`src/rtl/nts_api_bridge_pkg.sv`:
```
// Shared definitions for the nts_api host-side command bridge.
// Holds the nts_api bus widths, the FSM state encoding, the default data
// word returned on a timed-out read, and a saturating counter helper.
package nts_api_bridge_pkg;

    localparam int API_ADDR_W = 12;
    localparam int API_DATA_W = 32;

    localparam logic [API_DATA_W-1:0] TIMEOUT_DATA_DEFAULT = 32'hDEAD_BEEF;

    // FSM state encoding (2-bit)
    localparam logic [1:0] ST_IDLE  = 2'd0;
    localparam logic [1:0] ST_ISSUE = 2'd1;
    localparam logic [1:0] ST_WAIT  = 2'd2;
    localparam logic [1:0] ST_RESP  = 2'd3;

    // Increment that sticks at all-ones instead of wrapping.
    function automatic logic [7:0] sat_inc8(input logic [7:0] value);
        return (value == 8'hFF) ? value : value + 8'd1;
    endfunction

endpackage

```
`src/rtl/nts_api_bridge.sv`:
```
// nts_api_bridge
// Host-side command sequencer in front of nts_api. Takes one register
// command per valid/ready handshake, issues it as a single-cycle cs on the
// nts_api external bus, waits for completion (read_data_valid for reads,
// busy low for writes) and returns read results on a valid/ready response
// channel. Every transaction is bounded by TIMEOUT_CYCLES wait cycles.
//
// Ports
//   i_clk, i_areset_n        clock, asynchronous active-low reset
//   i_cmd_*, o_cmd_ready     host command channel (we, address, write data)
//   o_rsp_*, i_rsp_ready     read response channel (data, timeout flag)
//   o_timeout_count          saturating count of abandoned transactions
//   o_api_*                  registered drive of the nts_api external bus
//   i_api_*                  busy / read data / read data valid from nts_api
//
// Parameters
//   TIMEOUT_CYCLES  WAIT cycles before a transaction is abandoned (>= 2)
//   TIMEOUT_DATA    rsp_data returned for a timed-out read
module nts_api_bridge
    import nts_api_bridge_pkg::*;
#(
    parameter int                    TIMEOUT_CYCLES = 255,
    parameter logic [API_DATA_W-1:0] TIMEOUT_DATA   = TIMEOUT_DATA_DEFAULT
) (
    input  logic                  i_clk,
    input  logic                  i_areset_n,

    input  logic                  i_cmd_valid,
    output logic                  o_cmd_ready,
    input  logic                  i_cmd_we,
    input  logic [API_ADDR_W-1:0] i_cmd_address,
    input  logic [API_DATA_W-1:0] i_cmd_write_data,

    output logic                  o_rsp_valid,
    input  logic                  i_rsp_ready,
    output logic [API_DATA_W-1:0] o_rsp_data,
    output logic                  o_rsp_timeout,
    output logic [7:0]            o_timeout_count,

    output logic                  o_api_cs,
    output logic                  o_api_we,
    output logic [API_ADDR_W-1:0] o_api_address,
    output logic [API_DATA_W-1:0] o_api_write_data,
    input  logic                  i_api_busy,
    input  logic [API_DATA_W-1:0] i_api_read_data,
    input  logic                  i_api_read_data_valid
);

    localparam int               CNT_W     = $clog2(TIMEOUT_CYCLES + 1);
    // The counter holds 0 in the first WAIT cycle, so this value marks the
    // TIMEOUT_CYCLES-th WAIT cycle: the last one in which completion counts.
    localparam logic [CNT_W-1:0] LAST_WAIT = CNT_W'(TIMEOUT_CYCLES - 1);
    localparam logic [CNT_W-1:0] CNT_ONE   = CNT_W'(1);

    logic [1:0]            state_reg;
    logic [CNT_W-1:0]      wait_cnt_reg;
    logic                  api_cs_reg;
    logic                  api_we_reg;
    logic [API_ADDR_W-1:0] api_address_reg;
    logic [API_DATA_W-1:0] api_write_data_reg;
    logic                  rsp_valid_reg;
    logic [API_DATA_W-1:0] rsp_data_reg;
    logic                  rsp_timeout_reg;
    logic [7:0]            timeout_count_reg;

    logic cmd_ready;
    logic cmd_accept;
    logic rd_done;
    logic wr_done;
    logic wait_expired;

    always_comb begin
        // Ready is gated by reset so every output reads 0 while reset is held.
        cmd_ready    = i_areset_n && (state_reg == ST_IDLE) && !i_api_busy;
        cmd_accept   = cmd_ready && i_cmd_valid;
        rd_done      = (state_reg == ST_WAIT) && !api_we_reg && i_api_read_data_valid;
        wr_done      = (state_reg == ST_WAIT) && api_we_reg && !i_api_busy;
        wait_expired = (state_reg == ST_WAIT) && (wait_cnt_reg == LAST_WAIT);
    end

    always_ff @(posedge i_clk or negedge i_areset_n) begin
        if (!i_areset_n) begin
            state_reg          <= ST_IDLE;
            wait_cnt_reg       <= '0;
            api_cs_reg         <= 1'b0;
            api_we_reg         <= 1'b0;
            api_address_reg    <= '0;
            api_write_data_reg <= '0;
            rsp_valid_reg      <= 1'b0;
            rsp_data_reg       <= '0;
            rsp_timeout_reg    <= 1'b0;
            timeout_count_reg  <= '0;
        end else begin
            // cs is a single-cycle strobe; it is only raised on accept.
            api_cs_reg <= 1'b0;
            case (state_reg)
                ST_IDLE: begin
                    if (cmd_accept) begin
                        api_we_reg         <= i_cmd_we;
                        api_address_reg    <= i_cmd_address;
                        api_write_data_reg <= i_cmd_write_data;
                        api_cs_reg         <= 1'b1;
                        state_reg          <= ST_ISSUE;
                    end
                end
                ST_ISSUE: begin
                    wait_cnt_reg <= '0;
                    state_reg    <= ST_WAIT;
                end
                ST_WAIT: begin
                    wait_cnt_reg <= wait_cnt_reg + CNT_ONE;
                    // Completion is tested first so it wins over a timeout
                    // landing in the same cycle.
                    if (rd_done) begin
                        rsp_data_reg    <= i_api_read_data;
                        rsp_timeout_reg <= 1'b0;
                        rsp_valid_reg   <= 1'b1;
                        state_reg       <= ST_RESP;
                    end else if (wr_done) begin
                        state_reg <= ST_IDLE;
                    end else if (wait_expired) begin
                        timeout_count_reg <= sat_inc8(timeout_count_reg);
                        if (api_we_reg) begin
                            state_reg <= ST_IDLE;
                        end else begin
                            rsp_data_reg    <= TIMEOUT_DATA;
                            rsp_timeout_reg <= 1'b1;
                            rsp_valid_reg   <= 1'b1;
                            state_reg       <= ST_RESP;
                        end
                    end
                end
                ST_RESP: begin
                    if (i_rsp_ready) begin
                        rsp_valid_reg <= 1'b0;
                        state_reg     <= ST_IDLE;
                    end
                end
                default: state_reg <= ST_IDLE;
            endcase
        end
    end

    assign o_cmd_ready      = cmd_ready;
    assign o_rsp_valid      = rsp_valid_reg;
    assign o_rsp_data       = rsp_data_reg;
    assign o_rsp_timeout    = rsp_timeout_reg;
    assign o_timeout_count  = timeout_count_reg;
    assign o_api_cs         = api_cs_reg;
    assign o_api_we         = api_we_reg;
    assign o_api_address    = api_address_reg;
    assign o_api_write_data = api_write_data_reg;

endmodule
```
`config.mk`:
```
export PLATFORM = sky130hd
export DESIGN_NAME = nts_api_bridge
export DESIGN_NICKNAME = d
export VERILOG_FILES = /design/src/rtl/nts_api_bridge_pkg.sv /design/src/rtl/nts_api_bridge.sv
export SDC_FILE = /design/constraint.sdc
export NUM_CORES = 1
export LEC_CHECK = 0
export CAP_MARGIN = 10
export CORE_MARGIN = 2
export CORE_UTILIZATION = 40
export DETAILED_ROUTE_END_ITERATION = 10
export MAX_ROUTING_LAYER = met4
export PLACE_DENSITY_LB_ADDON = 0.25
export SKIP_CTS_REPAIR_TIMING = 1
export SLEW_MARGIN = 20
export SYNTH_ARGS = -nofsm -noshare
export SYNTH_HDL_FRONTEND = slang
export SYNTH_SLANG_ARGS = --single-unit
export TNS_END_PERCENT = 20
```
`constraint.sdc`:
```
create_clock -name i_clk -period 2.12 [get_ports i_clk]
set_input_delay 0.53 -clock i_clk [delete_from_list [all_inputs] [get_ports i_clk]]
set_output_delay 0.53 -clock i_clk [all_outputs]
set_load 0.005 [all_outputs]
```
# Word-level counts from Yosys, hierarchy flattened
# Cells that the tools add are included.
# totals
mem_count	0
elab_cells	68
regBits	98
in_bits	83
mem_bits_rw	0
mem_bits_ro	0
output_inout_bits	89
latchBits	0
# op_classes
bitwise_logic	3
order_cmp	0
muxes	21
n_shift	0
div_mod_pow	0
eq_ne	13
n_mul	0
add_sub_neg	2
reduce_logical	19
# op_table
op	count
$mux W32	4
$add A8 B1 Y8 const B	2
$eq A8 B8 Y1 const B	2
$pmux W8 S2	1
$mux W2	6
$reduce_and A5 Y1	2
$ne A3 B3 Y1 const B	3
$logic_and A1 B1 Y1	8
$mux W1	8
$pmux W2 S4	1
$ne A2 B2 Y1 const B	3
$reduce_bool A2 Y1	3
$eq A2 B2 Y1 const B	2
$ne A4 B4 Y1 const B	1
$reduce_and A4 Y1	1
$not A1 Y1	3
$reduce_and A3 Y1	1
$eq A2 B1 Y1 const B	1
$logic_not A1 Y1	2
$logic_not A2 Y1	1
$ne A2 B1 Y1 const B	1
$pmux W1 S2	1
$reduce_and A2 Y1	1

# Depth between registers and ports, before layout
# Gate-level depths: netlist of the first run.
# depth
ltp_word	6
ltp_mapped	8
depth_no_buf	6

# Least setup slack after synthesis of the first run
# OpenSTA, ideal clock, no wires.
# synth_path
path_type	register to register
startpoint	register state_reg[0]
endpoint	register rsp_data_reg[0] (netlist: o_rsp_data[0])
setup_time_ns	0.121
path_stages_with_launch	9
path_slack_ns	0.461
synth_period_minus_slack_ns	1.659
required_time_ns	1.999
arrival_time_ns	1.538
path_buffers	2
path_cell_list	dfrtp_1 -> inv_1 -> ha_1 -> buf_4 -> inv_2 -> nor2_2 -> nand2_1 -> clkbuf_1 -> o22a_1
# synth_via
elab_chain_len	5
elab_cells_between_ends	11
classes_between	eq/ne: 3; mux: 1; reduce/logical: 7
# synth_rtl
element	line_no	rtl
from (decl)	nts_api_bridge.sv:55	logic [1:0] state_reg;
from (signal assigned)	nts_api_bridge.sv:83	state_reg <= ST_IDLE;
from (signal assigned)	nts_api_bridge.sv:103	state_reg <= ST_ISSUE;
from (signal assigned)	nts_api_bridge.sv:108	state_reg <= ST_WAIT;
$eq A2 B2 Y1 *	n/a	
$logic_and A1 B1 Y1, on equally long branches (2 in a row)	nts_api_bridge.sv:76, nts_api_bridge.sv:77	
$ne A2 B2 Y1 (no line) (tied with other cells)	n/a	
$reduce_and A4 Y1 (no line)	n/a	
to (signal assigned)	nts_api_bridge.sv:115	rsp_data_reg <= i_api_read_data;
to (decl)	nts_api_bridge.sv:62	logic [API_DATA_W-1:0] rsp_data_reg;
# Mark *: on every way between the ends. The rest lies on a longest branch, timed or not.
# A chain may end at the register's enable or synchronous reset.

# Final worst setup path of the first run
# layout_path
startpoint	register api_we_reg (netlist: o_api_we)
endpoint	output o_api_we
# layout_rtl
element	line_no	rtl
from (decl)	nts_api_bridge.sv:58	logic api_we_reg;
from (signal assigned)	nts_api_bridge.sv:99	api_we_reg <= i_cmd_we;
to (decl)	nts_api_bridge.sv:41	output logic o_api_we,
# No word-level cell between the ends.

==> results of run 1 <==
## worst register-to-register path: stages (launching register included)
cell and delay [ns]:
sky130_fd_sc_hd__dfrtp_1 0.42, sky130_fd_sc_hd__inv_2 0.09, sky130_fd_sc_hd__ha_2 0.31, sky130_fd_sc_hd__inv_2 0.09, sky130_fd_sc_hd__nor2_2 0.23, sky130_fd_sc_hd__and2_1 0.42, sky130_fd_sc_hd__a22o_1 0.22
## per-layer routing
layer	up-vias	GRT usage (%)
met5	-	-
met4	0	7.34
met3	17	5.08
met2	120	30.9
met1	1584	25.6
li1	1609	-
## synth_stat cells, types with 5 or more instances
cell	count	area share, %
sky130_fd_sc_hd__and3_1	5	0.78
sky130_fd_sc_hd__ha_1	6	1.9
sky130_fd_sc_hd__a22o_1	10	2.2
sky130_fd_sc_hd__dfrtp_1	98	61
sky130_fd_sc_hd__buf_2	7	0.88
sky130_fd_sc_hd__clkbuf_1	5	0.47
sky130_fd_sc_hd__nand2_1	143	13
sky130_fd_sc_hd__nor2_1	8	0.75
sky130_fd_sc_hd__o22a_1	24	5.3
sky130_fd_sc_hd__nand3_1	7	0.88
## layout make-up
cell class / count / area share, %
well taps: 133 / 2.72
clock buffers: 10 / 2.25
multi-input cells: 255 / 23.4
flip-flops and latches: 98 / 40.1
repair buffers: 183 / 29.5
inverters: 6 / 0.369
clock inverters: 6 / 1.60
## kinds of logic after synthesis
| kind of cell | after synthesis | synth area share [%] |
|---|---|---|
| simple gates | 183 | 19.6 |
| compound gates | 55 | 11.6 |
| mux | 4 | 1.13 |
| flops | 98 | 61.4 |
| buf+inv | 22 | 2.76 |
| xor+xnor | 7 | 1.54 |
| fa+ha+maj | 6 | 1.88 |
## per-stage QoR
stage,cell area (µm²),power (W),TNS [ns],util (%)
after detailed placement,5850,0.00604,-0.000909,60.1
after global routing,6110,0.00794,0,62.8
final,6110,0.00744,0,62.8
after global placement,5850,0.00596,0,60.1
after CTS,6080,0.00748,-0.190,62.5
after floorplan,3990,0.00415,0,-
## power by group
group | switching [W] | internal [W]
Sequential | 0.000426 | 0.00259
Combinational | 0.00116 | 0.00185
Clock | 0.000697 | 0.000713
Total | 0.00229 | 0.00515
## how the worst max path moves through the flow
stage / end / slack (ns)
floorplan: o_rsp_data[0]$_DFFE_PN0P_ / 0.46
global placement: o_cmd_ready / 0.02
detailed placement: o_cmd_ready / -0.0009
CTS: o_cmd_ready / -0.19
global route: o_api_we / 0.04
finish: o_api_we / 0.12
==> reports/metrics.sh, run 1 <==
OUTCOME='finished, final reports clean'
TOP_LAYER_USED='met4'
CRIT_PATH_START_KIND='flip-flop'
WORST_SLEW_MARGIN_REL_PCT=45.2
DIE-WIDTH_UM=104
YOSYS_WARNINGS=0
HOLD_PATH.CLASS='in -> async'
REGTOREGENDPOINT='o_rsp_data[14]$_DFFE_PN0P_'
POSTSYNTHREGISTERBITS=98
CTS_SINKS=98
ROUTED-VIA-COUNT=3330
SYNTH.YOSYS.SEQ_AREA_SHARE_PCT=61.4
FINAL-HOLD-VIOLATION-COUNT=0
FINAL.MIN_CLOCK_PERIOD_NS=2.00
IO_COUNT=172
GRT_SETUP_UNREPAIRED='no'
GRT_MAX_DEGREE=67
GRT_USAGE_PCT=20.0
FINAL-SEQ-AREA_MM2=0.00245
DETAILROUTE.WIRELENGTH.MET2_UM=4680
LAYOUT_WORST_PATH_CYCLE_SHARE_PCT=94.1
ANTENNA-DIODE-COUNT=0
SETUP_WS_NS=0.124
CP_CELL_SEQUENCE='clkdlybuf4s50_1'
CP_TOP_FAMILY='buffers and inverters'
TOP_LIBRARY_CELLS_BY_USAGE_IN_THE_LAYOUT_FILL_AND_TAPS_ASIDE='sky130_fd_sc_hd__clkdlybuf4s50_1 (169), sky130_fd_sc_hd__nand2_1 (143), sky130_fd_sc_hd__dfrtp_1 (98)'
GPL.FINAL_WEIGHTED_CONGESTION=0.805
AREA_GROWTH_SYN_TO_FIN_PCT=53.1
SETUP.WORST_PATH.CLASS='reg -> out'
CTS_MAX_PATH_BUFFERS=2
CLOCKROOTBUFFER='sky130_fd_sc_hd__clkbuf_8'
HTREEDEPTH=3
REG2REGPATHDEPTH=6
SYNTH_CELL_TYPES=44
DP.FINAL_HPWL_UM=7250
REG2REG_FROM='state_reg[0]$_DFFE_PN0P_'
DRT-PASS1-ITER-COUNT=4
PATH_CLK_SLEW_NS=0.10
LAYOUT.FILLER_CELLS=813
FIRST_PASS_GRT_WIRE_LENGTH_UM=17000
WORST-ENDPOINT-REQUIRED_NS=1.59
FINAL_NET_COUNT=642
INSERTION_DELAY_NS=0.37
R2R_SETUP_SLACK_NS=0.28
FIRST_ITER_VIOLATIONS=201
CHIPHEIGHT_UM=104
TIMING.MAX_CAP.VIOLATIONS=0
FIRST_GLOBAL_VIAS=3410
VIAS_PER_CELL=4.82
MET3_WIRELENGTH_UM=711
WORSTSETUPENDPOINTTYPE='output port'
RESIDUAL_DRC_COUNT=0
WORST_PIN_SLEW_NS=0.823
FINAL.HOLD.WORST_SLACK_NS=0.202
SLEW_VIOLATIONS=0
SETUP_SLACK_AT_PLACEMENT_NS=-0.000909
PER_INSTANCE_AVERAGE_AREA_AFTER_SYNTHESIS_UM2=10.6
PLACEMENTROWS=36
STARTPOINT='o_api_we$_DFFE_PN0P_'
PLACED_CELLS_INCL_TAPS=672
LAYOUT.CELLS.MOST_COMMON='sky130_fd_sc_hd__clkdlybuf4s50_1'
GLOBALROUTEOVERFLOWTOTAL=0
ANTENNA_VIOLATING_NETS_POST_ROUTE=0
CRITICAL_PATH_ARRIVAL_NS=1.47
DESIGN.CORE.AREA_MM2=0.00973
CTS-BUFFERS-INSERTED=9
TRITONCTS='yes'
SYNTH-EDFF-COUNT=0
CRITICAL_PATH_BUF_INV_COUNT=1
SETUP_VIOL=0
PLACE.PORT_BUFFERS=171
DIEAREA_MM2=0.0108
CRITICAL_PATH.MAX_FANOUT=7
FINAL_WIRELENGTH_UM=10100
CRITICAL-PATH-MAX-STAGE-DELAY_NS=0.58
CRITICAL_PATH_DEPTH=1
CRIT_SLOWEST_CELL='sky130_fd_sc_hd__clkdlybuf4s50_1'
LAYOUT.CELLS.NON_FILLER=691
MULTIINPUTGATEAREA_MM2=0.00143
MAX_CLK_RATE_MHz=501
SYNTHFLOPTYPE='sky130_fd_sc_hd__dfrtp_1'
WL_PER_CELL_UM=14.6
FINALCLOCKSKEW_NS=0.0131
MAPPEDNETLISTNETS=464
SYNTHARSTFLOPSHARE_PCT=100
SYN_AREA_MM2=0.00399
LEAKAGE_POWER_SUMMED_OVER_ALL_CELLS_nW=2.83
NETLIST_INSTANCES=375
ROUTE.LAYER.MET1.WL_UM=4520
SHARE_OF_FINAL_LAYOUT_STANDARD_CELLS_STRONGER_THAN_DRIVE_STRENGTH_1_PCT=7.89
POWER.IR.VDD_WORST_mV=0.575
POWER_DENSITY_mW_PER_MM2=1220
ANTENNA_FOUND_INITIAL=0
START_UTIL_PCT=41.0
Note: power is estimated with default switching activity, not from simulation.
==> run 2: changes to the inputs <==
SETUP_SLACK_MARGIN = 0.3   (was unset)
==> run 2 against run 1 <==
Against the previous run:
- register-to-register slack better by 0.10 ns
- flip-flop and latch count unchanged
- clock power barely moved
- via count up 1.2%
- critical path type unchanged
- critical endpoint is now o_timeout_count[6]
- highest routed layer unchanged
==> reports/metrics.sh, run 2 (synthesis results as in run 1) <==
R2R_SETUP_SLACK_NS=0.38
GPL.FINAL_WEIGHTED_CONGESTION=0.805
GRT_USAGE_PCT=20.0
DIE-WIDTH_UM=104
CTS_MAX_PATH_BUFFERS=2
MAX_CLK_RATE_MHz=541
CRIT_PATH_START_KIND='flip-flop'
REG2REGPATHDEPTH=7
CTS_SINKS=98
WORST-ENDPOINT-REQUIRED_NS=1.59
FINAL-SEQ-AREA_MM2=0.00246
POWER_DENSITY_mW_PER_MM2=1220
PLACED_CELLS_INCL_TAPS=672
CRITICAL_PATH.MAX_FANOUT=4
LAYOUT_WORST_PATH_CYCLE_SHARE_PCT=87.2
TOP_LIBRARY_CELLS_BY_USAGE_IN_THE_LAYOUT_FILL_AND_TAPS_ASIDE='sky130_fd_sc_hd__clkdlybuf4s50_1 (168), sky130_fd_sc_hd__nand2_1 (142), sky130_fd_sc_hd__dfrtp_1 (95)'
FINALCLOCKSKEW_NS=0.0115
ANTENNA-DIODE-COUNT=0
TRITONCTS='yes'
FIRST_GLOBAL_VIAS=3410
ANTENNA_FOUND_INITIAL=0
MULTIINPUTGATEAREA_MM2=0.00146
WL_PER_CELL_UM=14.9
FINAL.HOLD.WORST_SLACK_NS=0.218
SETUP_SLACK_AT_PLACEMENT_NS=-0.000909
PLACEMENTROWS=36
WORSTSETUPENDPOINTTYPE='output port'
GRT_MAX_DEGREE=67
DRT-PASS1-ITER-COUNT=4
CRIT_SLOWEST_CELL='sky130_fd_sc_hd__clkdlybuf4s50_1'
CRITICAL_PATH_ARRIVAL_NS=1.32
SETUP.WORST_PATH.CLASS='reg -> out'
IO_COUNT=172
CHIPHEIGHT_UM=104
SETUP_WS_NS=0.271
CP_TOP_FAMILY='buffers and inverters'
FINAL_WIRELENGTH_UM=10400
CP_CELL_SEQUENCE='clkdlybuf4s50_1'
STARTPOINT='o_timeout_count[6]$_DFFE_PN0P_'
FIRST_PASS_GRT_WIRE_LENGTH_UM=17000
POWER.IR.VDD_WORST_mV=0.605
FINAL_NET_COUNT=650
CRITICAL-PATH-MAX-STAGE-DELAY_NS=0.53
HTREEDEPTH=3
VIAS_PER_CELL=4.82
SETUP_VIOL=0
DP.FINAL_HPWL_UM=7250
ROUTED-VIA-COUNT=3371
LAYOUT.FILLER_CELLS=801
LAYOUT.CELLS.MOST_COMMON='sky130_fd_sc_hd__clkdlybuf4s50_1'
SLEW_VIOLATIONS=0
RESIDUAL_DRC_COUNT=0
CLOCKROOTBUFFER='sky130_fd_sc_hd__clkbuf_8'
REGTOREGENDPOINT='o_rsp_data[9]$_DFFE_PN0P_'
PLACE.PORT_BUFFERS=171
FINAL.MIN_CLOCK_PERIOD_NS=1.85
START_UTIL_PCT=41.0
INSERTION_DELAY_NS=0.37
ANTENNA_VIOLATING_NETS_POST_ROUTE=0
FINALPOWER_W=0.00758
AREA_GROWTH_SYN_TO_FIN_PCT=55.2
SHARE_OF_FINAL_LAYOUT_STANDARD_CELLS_STRONGER_THAN_DRIVE_STRENGTH_1_PCT=10.6
LEAKAGE_POWER_SUMMED_OVER_ALL_CELLS_nW=2.86
CTS-BUFFERS-INSERTED=9
WORST_PIN_SLEW_NS=0.823
DIEAREA_MM2=0.0108
PATH_CLK_SLEW_NS=0.10
GRT_SETUP_UNREPAIRED='yes'
CRITICAL_PATH_BUF_INV_COUNT=1
LAYOUT.CELLS.NON_FILLER=699
DESIGN.CORE.AREA_MM2=0.00973
REG2REG_FROM='state_reg[0]$_DFFE_PN0P_'
WORST_SLEW_MARGIN_REL_PCT=45.1
HOLD_PATH.CLASS='in -> async'
OUTCOME='finished, final reports clean'
GLOBALROUTEOVERFLOWTOTAL=0
FINAL-HOLD-VIOLATION-COUNT=0
FIRST_ITER_VIOLATIONS=184
TIMING.MAX_CAP.VIOLATIONS=0
==> run 2: cell count changes in the layout (fill, tap and decap cells not counted), moves of 2 or more <==
cell,previous run,this run
sky130_fd_sc_hd__dfrtp_2,0,3
sky130_fd_sc_hd__nor2_4,1,3
sky130_fd_sc_hd__dfrtp_1,98,95
sky130_fd_sc_hd__buf_4,13,20
==> run 2: how the worst max path moves through the flow <==
stage,to,cells past startpoint
2_1_floorplan,o_rsp_data[0]$_DFFE_PN0P_,8
3_3_place_gp,o_cmd_ready,3
3_5_place_dp,o_cmd_ready,3
4_1_cts,o_cmd_ready,5
5_1_grt,o_cmd_ready,5
6_report,o_timeout_count[6],1
==> run 2: area by class of cell <==
cell class | instances | area share, %
inverters | 6 | 0.404
well taps | 133 | 2.69
repair buffers | 190 | 29.8
multi-input cells | 256 | 23.6
flip-flops and latches | 98 | 39.6
clock inverters | 6 | 1.58
clock buffers | 10 | 2.22
==> run 2: metrics by stage <==
step | TNS (ns) | instance area, µm² | utilization (%)
after global routing | 0 | 6200 | 63.7
after floorplan | 0 | 3990 | -
after global placement | 0 | 5850 | 60.1
final | 0 | 6200 | 63.7
after CTS | -0.190 | 6080 | 62.5
after detailed placement | -0.000909 | 5850 | 60.1
==> run 2: power by group <==
part	leakage [nW]	internal, W	switching, W
logic	1.54	0.00194	0.00122
registers	1.21	0.00259	0.000423
clock network	0.113	0.000713	0.000693
total	2.86	0.00524	0.00234
==> run 2: worst register-to-register path, cell delays in order, from the launching register on <==
cell and delay [ns]:
sky130_fd_sc_hd__dfrtp_1 0.42, sky130_fd_sc_hd__inv_2 0.10, sky130_fd_sc_hd__ha_2 0.33, sky130_fd_sc_hd__inv_2 0.10, sky130_fd_sc_hd__nor2_4 0.16, sky130_fd_sc_hd__nand2_1 0.07, sky130_fd_sc_hd__buf_4 0.21, sky130_fd_sc_hd__o22a_1 0.23
==> run 2: layer usage <==
layer / global-route usage (%) / wire length [µm] / up-vias / part of all wire, %
met5: - / 0 / - / 0
met4: 7.34 / 203 / 0 / 2.0
met3: 5.08 / 714 / 17 / 6.9
met2: 30.9 / 4800 / 124 / 46
met1: 25.6 / 4670 / 1603 / 45
li1: - / - / 1627 / -
==> run 3: changes to the inputs <==
RECOVER_POWER = 50   (was unset)
SKIP_LAST_GASP = 1   (was unset)
==> run 3 against run 2 <==
Against the previous run:
- sequential share of layout area rose by 0.17 points
- critical path type is now reg -> reg
- wire length rose by 0.27%
- register-to-register slack got worse by 0.15 ns
==> reports/metrics.sh, run 3 (synthesis results as in run 1) <==
VIAS_PER_CELL=4.81
GPL.FINAL_WEIGHTED_CONGESTION=0.805
SETUP.WORST_PATH.CLASS='reg -> reg'
HOLD_PATH.CLASS='in -> async'
FINAL_NET_COUNT=650
TOP_LIBRARY_CELLS_BY_USAGE_IN_THE_LAYOUT_FILL_AND_TAPS_ASIDE='sky130_fd_sc_hd__clkdlybuf4s50_1 (168), sky130_fd_sc_hd__nand2_1 (142), sky130_fd_sc_hd__dfrtp_1 (96)'
CRITICAL-PATH-MAX-STAGE-DELAY_NS=0.42
ANTENNA_VIOLATING_NETS_POST_ROUTE=0
WORST_PIN_SLEW_NS=0.823
CRIT_SLOWEST_CELL='sky130_fd_sc_hd__dfrtp_1'
RESIDUAL_DRC_COUNT=0
PATH_CLK_SLEW_NS=0.10
FIRST_ITER_VIOLATIONS=179
CTS_SINKS=98
OUTCOME='finished, final reports clean'
MAX_CLK_RATE_MHz=528
ANTENNA-DIODE-COUNT=0
DESIGN.CORE.AREA_MM2=0.00973
FINALCLOCKSKEW_NS=0.0142
PLACEMENTROWS=36
SETUP_VIOL=0
IO_COUNT=172
GRT_SETUP_UNREPAIRED='yes'
SLEW_VIOLATIONS=0
FINAL-HOLD-VIOLATION-COUNT=0
DRT-PASS1-ITER-COUNT=4
FINAL-SEQ-AREA_MM2=0.00245
AREA_GROWTH_SYN_TO_FIN_PCT=54.5
HTREEDEPTH=3
SETUP_WS_NS=0.227
TIMING.MAX_CAP.VIOLATIONS=0
POWER.IR.VDD_WORST_mV=0.604
DIEAREA_MM2=0.0108
START_UTIL_PCT=41.0
SETUP_SLACK_AT_PLACEMENT_NS=-0.000909
WL_PER_CELL_UM=14.9
DIE-WIDTH_UM=104
LEAKAGE_POWER_SUMMED_OVER_ALL_CELLS_nW=2.85
FINAL_WIRELENGTH_UM=10400
SHARE_OF_FINAL_LAYOUT_STANDARD_CELLS_STRONGER_THAN_DRIVE_STRENGTH_1_PCT=9.36
WORST-ENDPOINT-REQUIRED_NS=2.37
LAYOUT.FILLER_CELLS=808
CRITICAL_PATH.MAX_FANOUT=10
FIRST_GLOBAL_VIAS=3410
POWER_DENSITY_mW_PER_MM2=1220
GLOBALROUTEOVERFLOWTOTAL=0
GRT_USAGE_PCT=20.0
CTS-BUFFERS-INSERTED=9
PLACE.PORT_BUFFERS=171
FIRST_PASS_GRT_WIRE_LENGTH_UM=17000
ROUTED-VIA-COUNT=3360
CHIPHEIGHT_UM=104
MULTIINPUTGATEAREA_MM2=0.00145
CRITICAL_PATH_ARRIVAL_NS=2.14
INSERTION_DELAY_NS=0.37
CTS_MAX_PATH_BUFFERS=2
TRITONCTS='yes'
LAYOUT.CELLS.MOST_COMMON='sky130_fd_sc_hd__clkdlybuf4s50_1'
DP.FINAL_HPWL_UM=7250
CP_CELL_SEQUENCE='inv_2, ha_1, o2111a_4, and2_0, mux2_4'
WORST_SLEW_MARGIN_REL_PCT=45.1
CLOCKROOTBUFFER='sky130_fd_sc_hd__clkbuf_8'
LAYOUT_WORST_PATH_CYCLE_SHARE_PCT=89.3
GRT_MAX_DEGREE=67
ANTENNA_FOUND_INITIAL=0
FIN_SETUP_TNS_NS=0
FINAL.MIN_CLOCK_PERIOD_NS=1.89
WORSTSETUPENDPOINTTYPE='flip-flop'
CRIT_PATH_START_KIND='flip-flop'
[run 3: changes by cell type in the layout (fill, tap and decap cells not counted), sizes merged]
cell    change
buf         -3
clkbuf      +3
[run 3: final timing paths]
check,from,end,slack (ns),depth (start not counted)
max,state_reg[0]$_DFFE_PN0P_,o_timeout_count[1]$_DFFE_PN0P_,0.23,5
min,i_areset_n,o_api_write_data[5]$_DFFE_PN0P_,0.37,2
max reg2reg,state_reg[0]$_DFFE_PN0P_,o_timeout_count[1]$_DFFE_PN0P_,0.23,5
min reg2reg,o_api_write_data[9]$_DFFE_PN0P_,o_api_write_data[9]$_DFFE_PN0P_,0.48,2
max in group asynchronous,i_areset_n,o_timeout_count[3]$_DFFE_PN0P_,1.02,2
min in group i_clk,o_api_write_data[9]$_DFFE_PN0P_,o_api_write_data[9]$_DFFE_PN0P_,0.48,2
[run 3: critical path, delay by kind of cell (launching register included)]
family,cells,cell delay (ns)
buffers and inverters,1,0.09
AND/OR/NAND/NOR,1,0.23
multiplexers,1,0.32
adder cells (fa/ha/maj),1,0.42
AO/OA/AOI/OAI,1,0.29
flip-flops,1,0.42
[run 3: per-layer routing]
layer  track usage (%)  share of wire (%)  vias up
met1              25.6                 45     1594
li1                  -                  -     1629
met3              5.08                6.8       16
met5                 -                  0        -
met2              30.9                 46      121
met4              7.34                1.9        0
[run 3: through the flow]
step                total power (W)  hold slack, ns  utilization, %  instance area, µm²  std cells
finish                      0.00753           0.373            63.4                6170        699
CTS                         0.00748           0.207            62.5                6080        688
detailed placement          0.00604           0.461            60.1                5850        672
global route                0.00802           0.410            63.4                6170        699
floorplan                   0.00415           0.234               -                3990        375
global placement            0.00596           0.458            60.1                5850        672
[run 3: final cells by class]
cell class | count | share of cell area (%)
Clock buffer | 10 | 2.23
Clock inverter | 6 | 1.58
Inverter | 6 | 0.406
Multi-Input combinational cell | 256 | 23.5
Sequential cell | 98 | 39.8
Tap cell | 133 | 2.70
Timing Repair Buffer | 190 | 29.8
[run 3: power by group]
part | internal (W) | switching (W) | leakage [nW] | total [W]
sequential | 0.00259 | 0.000423 | 1.21 | 0.00301
combinational | 0.00189 | 0.00121 | 1.52 | 0.00311
clock | 0.000714 | 0.000696 | 0.113 | 0.00141
==> variant: new RTL, flow settings as in run 3 <==
Reset style: synchronous (`i_areset_n`), changed in one clocked block. Comments in the files are not updated.
--- a/src/rtl/nts_api_bridge.sv
+++ b/src/rtl/nts_api_bridge.sv
@@ -79,5 +79,5 @@
     end
 
-    always_ff @(posedge i_clk or negedge i_areset_n) begin
+    always_ff @(posedge i_clk) begin
         if (!i_areset_n) begin
             state_reg          <= ST_IDLE;
Check against the original RTL: differs if i_areset_n is asserted again (counterexample within 4 cycles, from zero or initial values and one cycle with i_areset_n low); with i_areset_n held inactive, the same outputs for 10 cycles.
==> variant against run 3 <==
  * Sequential cell count did not move
  * Count of clock-buffer cells in the layout did not move
  * Largest cell class unchanged
  * Wire length fell by 2.3%
  * Synthesized area fell by 5.5%
  * Critical path depth fell by 1
  * Final area fell by 4.6%
  * Worst setup slack improved by 0.0032 ns
Power is not compared: it rests on default switching activity, and its combinational part moved more than twofold at a synthesized area within 25%.
==> variant: results (changes against run 3) <==
outcome: "finished clean"  # unchanged
synth_cell_types: 42  # was 44
use_met2_pct: 31.3  # was 30.9%
wl_met1_mm: 4.47  # was 4.71 mm
nets: 667  # was 650
first_global_vias: 3242  # was 3410
ys_top_cells_by_area: "dfxtp_1, nand2_1, a21boi_0"  # was dfrtp_1, nand2_1, o22a_1
wl_met2_mm: 5.08  # was 4.80 mm
cp_slowest_cell: "dfxtp_1"  # was dfrtp_1
critPathMaxFanout: 4  # was 10
ys_seq_area_share_pct: 52.0  # was 61.4%
met3_usage_pct: 4.85  # was 5.08%
grt.total_usage_pct: 19.8  # was 20.0%
tightest_slew_ns: 0.584  # was 0.823 ns
final_cell_count_no_fill: 694  # was 699
synth_flop_cell: "dfxtp_1"  # was dfrtp_1
slowest_delay_ns: 0.39  # was 0.42 ns
synthTopCellsByCount: "nand2_1, dfxtp_1, a21boi_0"  # was nand2_1, dfrtp_1, o22a_1
viasPerCell: 5.11  # was 4.81
top_layer_used: "met4"  # unchanged
async_flop_share_pct: 0  # was 100%
dp_hpwl_mm: 7.00  # was 7.25 mm
min_path_type: "reg2reg"  # was in2async
grt_max_degree: 61  # was 67
met3WireLength_um: 536  # was 703 µm
drive_gt1_share_pct: 11.7  # was 9.36%
syn_avg_cell_area_um2: 9.22  # was 10.6 µm²
arrival_ns: 1.36  # was 2.14 ns
wl_per_cell_um: 14.7  # was 14.9 µm
drtIter0Drc: 165  # was 179
grtUsageMet1_pct: 25.5  # was 25.6%
synth_fp_nets: 498  # was 464
dp_slack_ns: -0.187  # was -0.000909 ns
fillers: 799  # was 808
post-place-cells: 677  # was 672
[variant: area by class of cell]
class | instances | area, µm² | share of cell area (%)
Sequential cell | 98 | 1970 | 33.6
Timing Repair Buffer | 185 | 1850 | 31.4
Multi-Input combinational cell | 276 | 1680 | 28.6
Tap cell | 111 | 139 | 2.36
Clock buffer | 10 | 138 | 2.34
Clock inverter | 6 | 71.3 | 1.21
Inverter | 8 | 30.0 | 0.510
[variant: cells by family (layout without fill, tap and decap cells)]
family          after synthesis  count (layout)  share of synthesized area, %
compound gates              107             107                          23.0
xor+xnor                      6               6                          1.39
fa+ha+maj                     6               6                          1.99
buf+inv                      35             209                          3.75
flops                        98              98                          52.0
simple gates                157             157                          17.8
[variant: report_power, final]
group	total, mW	switching, mW	internal (mW)	leakage [nW]
clock network	1.25	0.666	0.589	0.0995
registers	2.06	0.0832	1.97	0.797
logic	0.855	0.356	0.499	1.26
[variant: metrics by stage]
stage | hold WS [ns] | cell area [µm²]
2_1_floorplan | 0.459 | 3770
3_3_place_gp | 0.448 | 5650
3_5_place_dp | 0.456 | 5650
4_1_cts | 0.470 | 5860
5_1_grt | 0.488 | 5880
6_report | 0.464 | 5880
[variant: final timing paths]
path / start / endpoint / slack [ns] / depth (start not counted)
worst max-delay path: state_reg[1] / o_cmd_ready / 0.23 / 4
worst min-delay path: o_api_write_data[27] / o_api_write_data[27] / 0.46 / 2
worst max register to register: state_reg[1] / o_rsp_data[18] / 0.27 / 5
worst min register to register: o_api_write_data[27] / o_api_write_data[27] / 0.46 / 2
[variant: tightest hold or removal path: cells and delay by family, from the launching register on]
family	cells	cell delay [ns]
AO/OA/AOI/OAI	1	0.06
AND/OR/NAND/NOR	1	0.04
flip-flops	1	0.32
